$ cat src/rtl/fetch_pkg.sv
// Shared types and constants for the RV32I instruction-fetch unit.
package fetch_pkg;

   typedef enum logic [2:0] {
      RESET_ST,
      REQ,
      WAIT,
      ISSUE,
      HALT,
      FAULT
   } fetch_state_e;

   localparam logic [1:0] FC_NONE     = 2'b00;
   localparam logic [1:0] FC_MISALIGN = 2'b01;
   localparam logic [1:0] FC_RANGE    = 2'b10;
   localparam logic [1:0] FC_TIMEOUT  = 2'b11;

   localparam logic [31:0] HALT_WORD = 32'hFFFF_FFFF;

endpackage

$ cat src/rtl/fetch_addr_check.sv
// Combinational legality check of a candidate fetch address against the IMEM window.
module fetch_addr_check #(
   parameter logic [19:0] IMEM_BASE = 20'h01000,
   parameter int          IMEM_SIZE = 2048
) (
   input  logic [31:0] addr,
   output logic        misaligned,
   output logic        out_of_window
);

   localparam logic [31:0] SIZE_W = 32'(IMEM_SIZE);

   assign misaligned    = (addr[1:0] != 2'b00);
   assign out_of_window = (addr[31:12] != IMEM_BASE) || ({20'd0, addr[11:0]} >= SIZE_W);

endmodule

$ cat src/rtl/fetch_unit.sv
// Instruction-fetch initiator: PC, IMEM request/response, decode handshake,
// halt-sentinel detection and sticky fault reporting.
module fetch_unit
   import fetch_pkg::*;
#(
   parameter logic [31:0] RESET_PC  = 32'h0100_0000,
   parameter logic [19:0] IMEM_BASE = 20'h01000,
   parameter int          IMEM_SIZE = 2048,
   parameter int          TIMEOUT   = 8
) (
   input  logic        clk,
   input  logic        rst_n,
   input  logic        instrf_update,
   input  logic [31:0] instr,
   input  logic        advance,
   input  logic        branch_taken,
   input  logic [31:0] branch_target,
   output logic        instrfetch,
   output logic [31:0] addr_imem,
   output logic [31:0] pc,
   output logic [31:0] ir,
   output logic        ir_valid,
   output logic        halted,
   output logic        fault,
   output logic [1:0]  fault_cause,
   output logic [31:0] fault_addr
);

   localparam int CNT_W = $clog2(TIMEOUT + 1);

   fetch_state_e     state, state_nxt;
   logic [CNT_W-1:0] to_cnt;
   logic [31:0]      pc_next;
   logic             next_misaligned;
   logic             next_oow;
   logic             cnt_expired;
   logic             is_halt_word;

   assign pc_next      = branch_taken ? branch_target : pc + 32'd4;
   assign cnt_expired  = (to_cnt == CNT_W'(TIMEOUT - 1));
   assign is_halt_word = (instr == HALT_WORD);
   assign addr_imem    = pc;

   fetch_addr_check #(
      .IMEM_BASE (IMEM_BASE),
      .IMEM_SIZE (IMEM_SIZE)
   ) u_addr_check (
      .addr          (pc_next),
      .misaligned    (next_misaligned),
      .out_of_window (next_oow)
   );

   always_ff @(posedge clk or negedge rst_n) begin
      if (!rst_n) begin
         state <= RESET_ST;
      end else begin
         state <= state_nxt;
      end
   end

   always_comb begin
      state_nxt  = state;
      instrfetch = 1'b0;
      case (state)
         RESET_ST: state_nxt = REQ;
         REQ: begin
            instrfetch = 1'b1;
            state_nxt  = WAIT;
         end
         WAIT: begin
            instrfetch = 1'b1;
            if (instrf_update) begin
               state_nxt = is_halt_word ? HALT : ISSUE;
            end else if (cnt_expired) begin
               state_nxt = FAULT;
            end
         end
         ISSUE: begin
            if (advance) begin
               state_nxt = (next_misaligned || next_oow) ? FAULT : REQ;
            end
         end
         default: state_nxt = state;
      endcase
   end

   // Datapath and sticky status; all updates keyed off the current state.
   always_ff @(posedge clk or negedge rst_n) begin
      if (!rst_n) begin
         pc          <= RESET_PC;
         ir          <= 32'd0;
         ir_valid    <= 1'b0;
         halted      <= 1'b0;
         fault       <= 1'b0;
         fault_cause <= FC_NONE;
         fault_addr  <= 32'd0;
         to_cnt      <= '0;
      end else begin
         case (state)
            REQ: to_cnt <= '0;
            WAIT: begin
               if (instrf_update) begin
                  ir <= instr;
                  if (is_halt_word) begin
                     halted <= 1'b1;
                  end else begin
                     ir_valid <= 1'b1;
                  end
               end else if (cnt_expired) begin
                  fault       <= 1'b1;
                  fault_cause <= FC_TIMEOUT;
                  fault_addr  <= pc;
               end else begin
                  to_cnt <= to_cnt + 1'b1;
               end
            end
            ISSUE: begin
               if (advance) begin
                  ir_valid <= 1'b0;
                  if (next_misaligned) begin
                     fault       <= 1'b1;
                     fault_cause <= FC_MISALIGN;
                     fault_addr  <= pc_next;
                  end else if (next_oow) begin
                     fault       <= 1'b1;
                     fault_cause <= FC_RANGE;
                     fault_addr  <= pc_next;
                  end else begin
                     pc <= pc_next;
                  end
               end
            end
            default: ;
         endcase
      end
   end

endmodule

$ cat config.mk
export PLATFORM = sky130hd
export DESIGN_NAME = fetch_unit
export DESIGN_NICKNAME = d
export VERILOG_FILES = /design/src/rtl/fetch_pkg.sv /design/src/rtl/fetch_addr_check.sv /design/src/rtl/fetch_unit.sv
export SDC_FILE = /design/constraint.sdc
export NUM_CORES = 1
export LEC_CHECK = 0
export CAP_MARGIN = 20
export CELL_PAD_IN_SITES_DETAIL_PLACEMENT = 0
export CELL_PAD_IN_SITES_GLOBAL_PLACEMENT = 1
export CORE_ASPECT_RATIO = 2
export CORE_MARGIN = 4
export CORE_UTILIZATION = 37
export DETAILED_ROUTE_END_ITERATION = 10
export PLACE_DENSITY = 0.91
export SLEW_MARGIN = 20
export SYNTH_ARGS = -nofsm -noshare
export SYNTH_HDL_FRONTEND = slang
export SYNTH_SLANG_ARGS = --single-unit
$ cat constraint.sdc
create_clock -name clk -period 6.3 [get_ports clk]
set_input_delay 1.89 -clock clk [delete_from_list [all_inputs] [get_ports clk]]
set_output_delay 1.89 -clock clk [all_outputs]
set_load 0.01 [all_outputs]
# == Yosys cells after proc, flatten, opt, wreduce, memory -nomap -nowiden ==
# Cells that the tools add are included.
# op_classes
addsub,2
multipliers,0
n_div,0
magnitude_cmp,1
n_eq_ne,14
shift,0
muxes,33
bitwise_logic,2
n_reduce_logical,15
# ops
cell,count
two-way mux 32 bit,6
case mux 32 bit (2 select lines),1
"adder 32 x 3 -> 32 bit, second input constant",1
"== test 32 bit, second input constant",1
"!= test 20 x 13 -> 1 bit, second input constant",1
two-way mux 3 bit,5
"greater-or-equal comparator 12 bit, second input constant",1
"!= test 2 bit, second input constant",6
case mux 3 bit (4 select lines),1
two-way mux 2 bit,5
two-way mux 1 bit,9
AND reduction 3 bit,3
two-way mux 4 bit,2
case mux 4 bit (2 select lines),1
AND reduction 4 bit,2
"== test 3 x 2 -> 1 bit, second input constant",2
"!= test 3 bit, second input constant",2
nonzero test 2 bit,3
AND reduction 5 bit,1
"adder 4 x 1 -> 4 bit, second input constant",1
"== test 4 x 3 -> 1 bit, second input constant",1
case mux 1 bit (2 select lines),2
case mux 2 bit (2 select lines),1
nonzero test 4 bit,1
6 further kinds,8
# totals
register_bits,108
latch_bits,0
mem_bits_rw,0
rom_bits,0
input_bits,69
out_inout_bits,134
elab_cells,76
mem_count,0

# == Longest topological paths before layout ==
# depth
depth_word,8
mapped_depth,12
depth_no_buf,10

# == Cells and area by module ==
# A second synthesis with hierarchy kept.
# unflattened
cells_unflattened,693
hier_area_um2,6354.8
# modules_own_cells
mod,n_inst,cells_per_inst,area_each_um2,seq_area_each_um2
fetch_unit,1,685,6294.8,2703.8
fetch_addr_check,1,8,60.1,0.0

# == Least setup slack after synthesis ==
# No wires, ideal clock.
# synth_path
path_type,input to register
start,input branch_taken
end,register fault_addr[3]
setup_ns,0.065
arrival_time_ns,4.128
required_time_ns,6.235
setup_slack_ns,2.107
cell_stages,11
path_buffers,3
path_cell_list,clkbuf_1 clkbuf_1 nor2_1 nand4_1 nand3_1 nor4b_1 nand4b_1 or4b_1 buf_2 a31oi_1 o21a_1
# synth_between
elab_chain_len,5
elab_cells_between_ends,11
# synth_lines
item,line_no,rtl
from (decl),fetch_unit.sv:16,"input logic branch_taken,"
two-way mux 32 bit *,fetch_unit.sv:39,assign pc_next = branch_taken ? branch_target : pc + 32'd4;
"greater-or-equal comparator 12 bit, or another cell as far along",fetch_addr_check.sv:14,"assign out_of_window = (addr[31:12] != IMEM_BASE) || ({20'd0, addr[11:0]} >= SIZE_W);"
logical OR 1 bit or two-way mux 32 bit (tied branches),"fetch_addr_check.sv:14, fetch_unit.sv:120",
!= test 3 bit (no source line) or two-way mux 32 bit (tied branches),n/a,
AND reduction 5 bit (no source line) or case mux 32 bit (2 select lines) (tied branches),n/a,
to (signal assigned),fetch_unit.sv:112,fault_addr <= pc;
to (signal assigned),fetch_unit.sv:123,fault_addr <= pc_next;
to (signal assigned),fetch_unit.sv:127,fault_addr <= pc_next;
to (decl),fetch_unit.sv:26,output logic [31:0] fault_addr
# Every way passes the cells marked *; elsewhere a longest branch is shown, timed or not. The select of a mux whose other input is x is not followed.
# A chain may end at the register's enable or synchronous reset.

# == Worst setup path in the final report ==
# layout_path
start,input branch_taken
end,"register pc[7], in the netlist addr_imem[7]"
# layout_between
elab_chain_len,5
elab_cells_between_ends,8
# layout_lines
item,line_no,rtl
two-way mux 32 bit *,fetch_unit.sv:39,
greater-or-equal comparator 12 bit or != test 20 x 13 -> 1 bit (tied branches),fetch_addr_check.sv:14,
logical OR 1 bit,fetch_addr_check.sv:14,
inverter 1 bit (no source line),n/a,
AND reduction 4 bit (no source line),n/a,
to (signal assigned),fetch_unit.sv:129,pc <= pc_next;
to (decl),fetch_unit.sv:20,"output logic [31:0] pc,"
# Every way passes the cells marked *; elsewhere a longest branch is shown, timed or not.

==> flow_summary.ini <==
[timing]
max_slew.worst_pin.slew_ns = 0.859
maxClockFrequency_mhz = 202
timing.max_slew.rel_slack_pct = 42.4
setup_viol = 0
finalWorstPathRequiredPeriod_ns = 4.96
final-max-slew-violation-count = 0
grt_setup_unrepaired = no
final_worst_path_period_share_pct = 78.7
finalClockSkew_ns = 0.0144
report.final.hold_viol_count = 0
finalWorstSetupSlack_ns = 1.34
total_negative_slack_for_setup_checks_ns = 0

[worst_setup_path]
critical_path.top_delay_family = simple AND/OR/NAND/NOR gates
slowest_stage = nor2_2
timing.critical_path.from_type = input port
arrival_time_at_the_worst_endpoint_ns = 5.27
max_stage_delay_on_crit_path_ns = 0.74
worstPathMaxFanout = 29
path_cells = clkdlybuf4s50_1, inv_1, buf_4, or3_1, o32a_1, nor4b_1, nand4b_1, nor2_2, buf_4, o21a_1, o21a_1
critical_path_required_ns = 6.61
crit_type = input port to register
worstPathBufferInverterCount = 4
end_kind = register

[global_routing]
grt_max_degree = 66
grtUsageTotal_pct = 21.8
grt_pass1_wl_um = 31500
grt_pass1_vias = 5796
grt_remaining_overflow = 0
antenna_violations_before_repair = 1

[clock_tree]
clock_sinks = 108
cts_tree = built
clk_pin_slew_ns = 0.08
number_of_cells_upsized_or_downsized_after_cts = 0
cts.root.buffer_cell = clkbuf_16
ctsLongestPathBuffers = 2
cts_max_level = 3
number_of_buffers_added_for_setup_after_cts = 0
ctsHoldBuffers = 0
tritoncts.num_buffers = 9
clock_latency_ns = 0.37

[route]
drt-total-wl_um = 20000
detail_route.wl_per_cell_um = 20.4
route.vias.total = 5399
drtIter0Drc = 285
drtAntennaViolNets = 0
viasPerCell = 5.51
drt_pre_antenna_iters = 6
remaining_drc_errors = 0

[power]
ir_drop_mv = 0.183
design_power_total_w = 0.00139
power.density_cell_area_nw_per_um2 = 167
leakage_power_total_nw = 3.56

[synth]
postSynth.topFlopCell = dfrtp_1
synth-edff-count = 0
yosys_warnings = 0
synth_register_bits = 108
mappedNetlistArea_sq_um = 6080
seq_total_area_yosys_pct = 44.5
synth_cell_type_count = 69
synth.avg_cell_area_sq_um = 9.82
syn-instance-count = 619
net_count_after_synthesis = 690
synthArstFlopShare_pct = 100

[finish]
nNetsFinal = 841
area_growth_syn_to_layout_pct = 37.2
finalNonFillerCells = 980
drive_above_1_share_pct = 13.0
final_area_sq_um = 8340

[hold_path]
hp-class = register to register

[floorplan]
die-area_sq_um = 18700
floorplan.die.width_um = 98.6
row_count = 66
core-area_sq_um = 16200
die_height_um = 189
i_o_pin_cnt = 203
initial_utilization_pct = 37.5

[placed_design]
dpl.hpwl_um = 15400
placement.cell_area_sq_um = 8020
gpl.final_weighted_congestion = 0.931
dp_worst_setup_slack_ns = 0.965
placedCellCount = 963
port_buffers = 202

[flow_run]
maxCapViolations = 0

[status]
outcome = complete, no violations
[routing by layer]
layer  vias to the layer above  part of all wire, %  global-route usage [%]
met5                         -                    0                       0
met2                       213                   55                    40.3
met1                      2609                   34                    21.8
met3                        60                  5.6                    4.72
met4                         0                  5.5                    13.3
li1                       2517                    -                       -
[cells in the final DEF, fill, tap and decap left out, drive strengths merged, types with 9 or more instances in the layout]
cell type,n
buf,13
a21oi,32
nor4,14
nor2,47
a31oi,13
o22ai,15
nor3,18
and3,9
mux2i,10
nand3,18
nand2,38
nor2b,19
mux2,52
dfrtp,107
inv,25
o21a,12
o21ai,20
clkbuf,9
nand4,22
clkdlybuf4s50,201
[synthesized netlist by cell type, types with 3 or more instances]
cell | n | area [sq um]
o21ai_0 | 18 | 90.1
nand3_1 | 15 | 75.1
or2_2 | 3 | 18.8
a32oi_1 | 3 | 26.3
and3_1 | 9 | 56.3
a22oi_1 | 4 | 30.0
xor2_1 | 6 | 52.6
o211ai_1 | 3 | 22.5
or4_1 | 4 | 30.0
nor2_1 | 46 | 173
nor4_1 | 11 | 68.8
a21oi_1 | 31 | 155
nand4_1 | 21 | 131
mux2_2 | 39 | 439
mux2_4 | 11 | 165
nand3_2 | 3 | 30.0
nand2_1 | 37 | 139
clkbuf_1 | 25 | 93.8
and2_1 | 5 | 31.3
xnor2_1 | 8 | 70.1
nor2b_1 | 19 | 119
mux2i_1 | 10 | 100
o22ai_1 | 15 | 93.8
a31oi_1 | 13 | 81.3
dfrtp_1 | 107 | 2680
inv_1 | 21 | 78.8
buf_4 | 36 | 270
buf_2 | 11 | 55.1
o21a_1 | 12 | 90.1
nor3_1 | 16 | 80.1
nor4_2 | 3 | 37.5
[final timing paths]
kind | startpoint | to | slack [ns] | cells past startpoint
max in group asynchronous | rst_n | fault_addr[16]$_DFFE_PN0P_ | 3.56 | 2
setup / recovery | branch_taken | addr_imem[7]$_DFFE_PN0P_ | 1.34 | 11
setup reg to reg | addr_imem[3]$_DFFE_PN0P_ | addr_imem[7]$_DFFE_PN0P_ | 1.88 | 11
hold reg to reg | fault$_DFFE_PN0P_ | fault$_DFFE_PN0P_ | 0.47 | 1
min in group asynchronous | rst_n | fault_addr[0]$_DFFE_PN0P_ | 1.64 | 1
hold / removal | fault$_DFFE_PN0P_ | fault$_DFFE_PN0P_ | 0.47 | 1
[state kept, by name (all words and copies together), names as in the netlist]
name / flops
fault_cause: 2
halted: 1
fault_addr: 32
ir: 32
to_cnt: 4
fault: 1
ir_valid: 1
state: 3
addr_imem: 32
[final cells by class]
class	count	area, sq um
fillers	1547	7850
multi-input cells	416	2880
flip-flops and latches	108	2700
repair buffers	214	2110
well taps	204	255
clock buffers	9	225
clock inverters	7	80.1
inverters	21	78.8
diodes	1	2.50
[metrics by stage]
step	util (%)	hold WS, ns
6_report	51.5	0.473
5_1_grt	51.5	0.496
4_1_cts	51.4	0.472
3_5_place_dp	49.6	0.453
3_3_place_gp	49.6	0.453
2_1_floorplan	-	0.477
[worst reg2reg max path, cell delays in order (launching register included)]
cell and delay, ns:
dfrtp_1 0.57, ha_1 0.30, nand4_1 0.31, nor4_4 0.64, nand3_1 0.19, xnor2_1 0.27, a32oi_1 0.21, or4_1 0.64
nor2_2 0.69, buf_4 0.31, o21a_1 0.12, o21a_1 0.10
[cell families (layout without fill, tap and decap cells)]
| kind of cell | after synthesis | after routing | share of synthesized area (%) |
|---|---|---|---|
| AO/OA/AOI/OAI | 127 | 127 | 13.8 |
| XOR/XNOR | 14 | 14 | 2.02 |
| adder cells (fa/ha/maj) | 2 | 2 | 0.412 |
| buffers and inverters | 95 | 251 | 8.44 |
| flip-flops | 108 | 108 | 44.5 |
| multiplexers | 62 | 62 | 12.0 |
| other | 0 | 1 | 0 |
| AND/OR/NAND/NOR | 211 | 211 | 18.9 |
[report_power, final]
group	internal, W	switching (W)	leakage (nW)
logic	0.0000503	0.0000501	2.00
registers	0.000693	0.000000652	1.41
clock network	0.000315	0.000283	0.149
No activity file was read; power rests on OpenSTA's default activity.
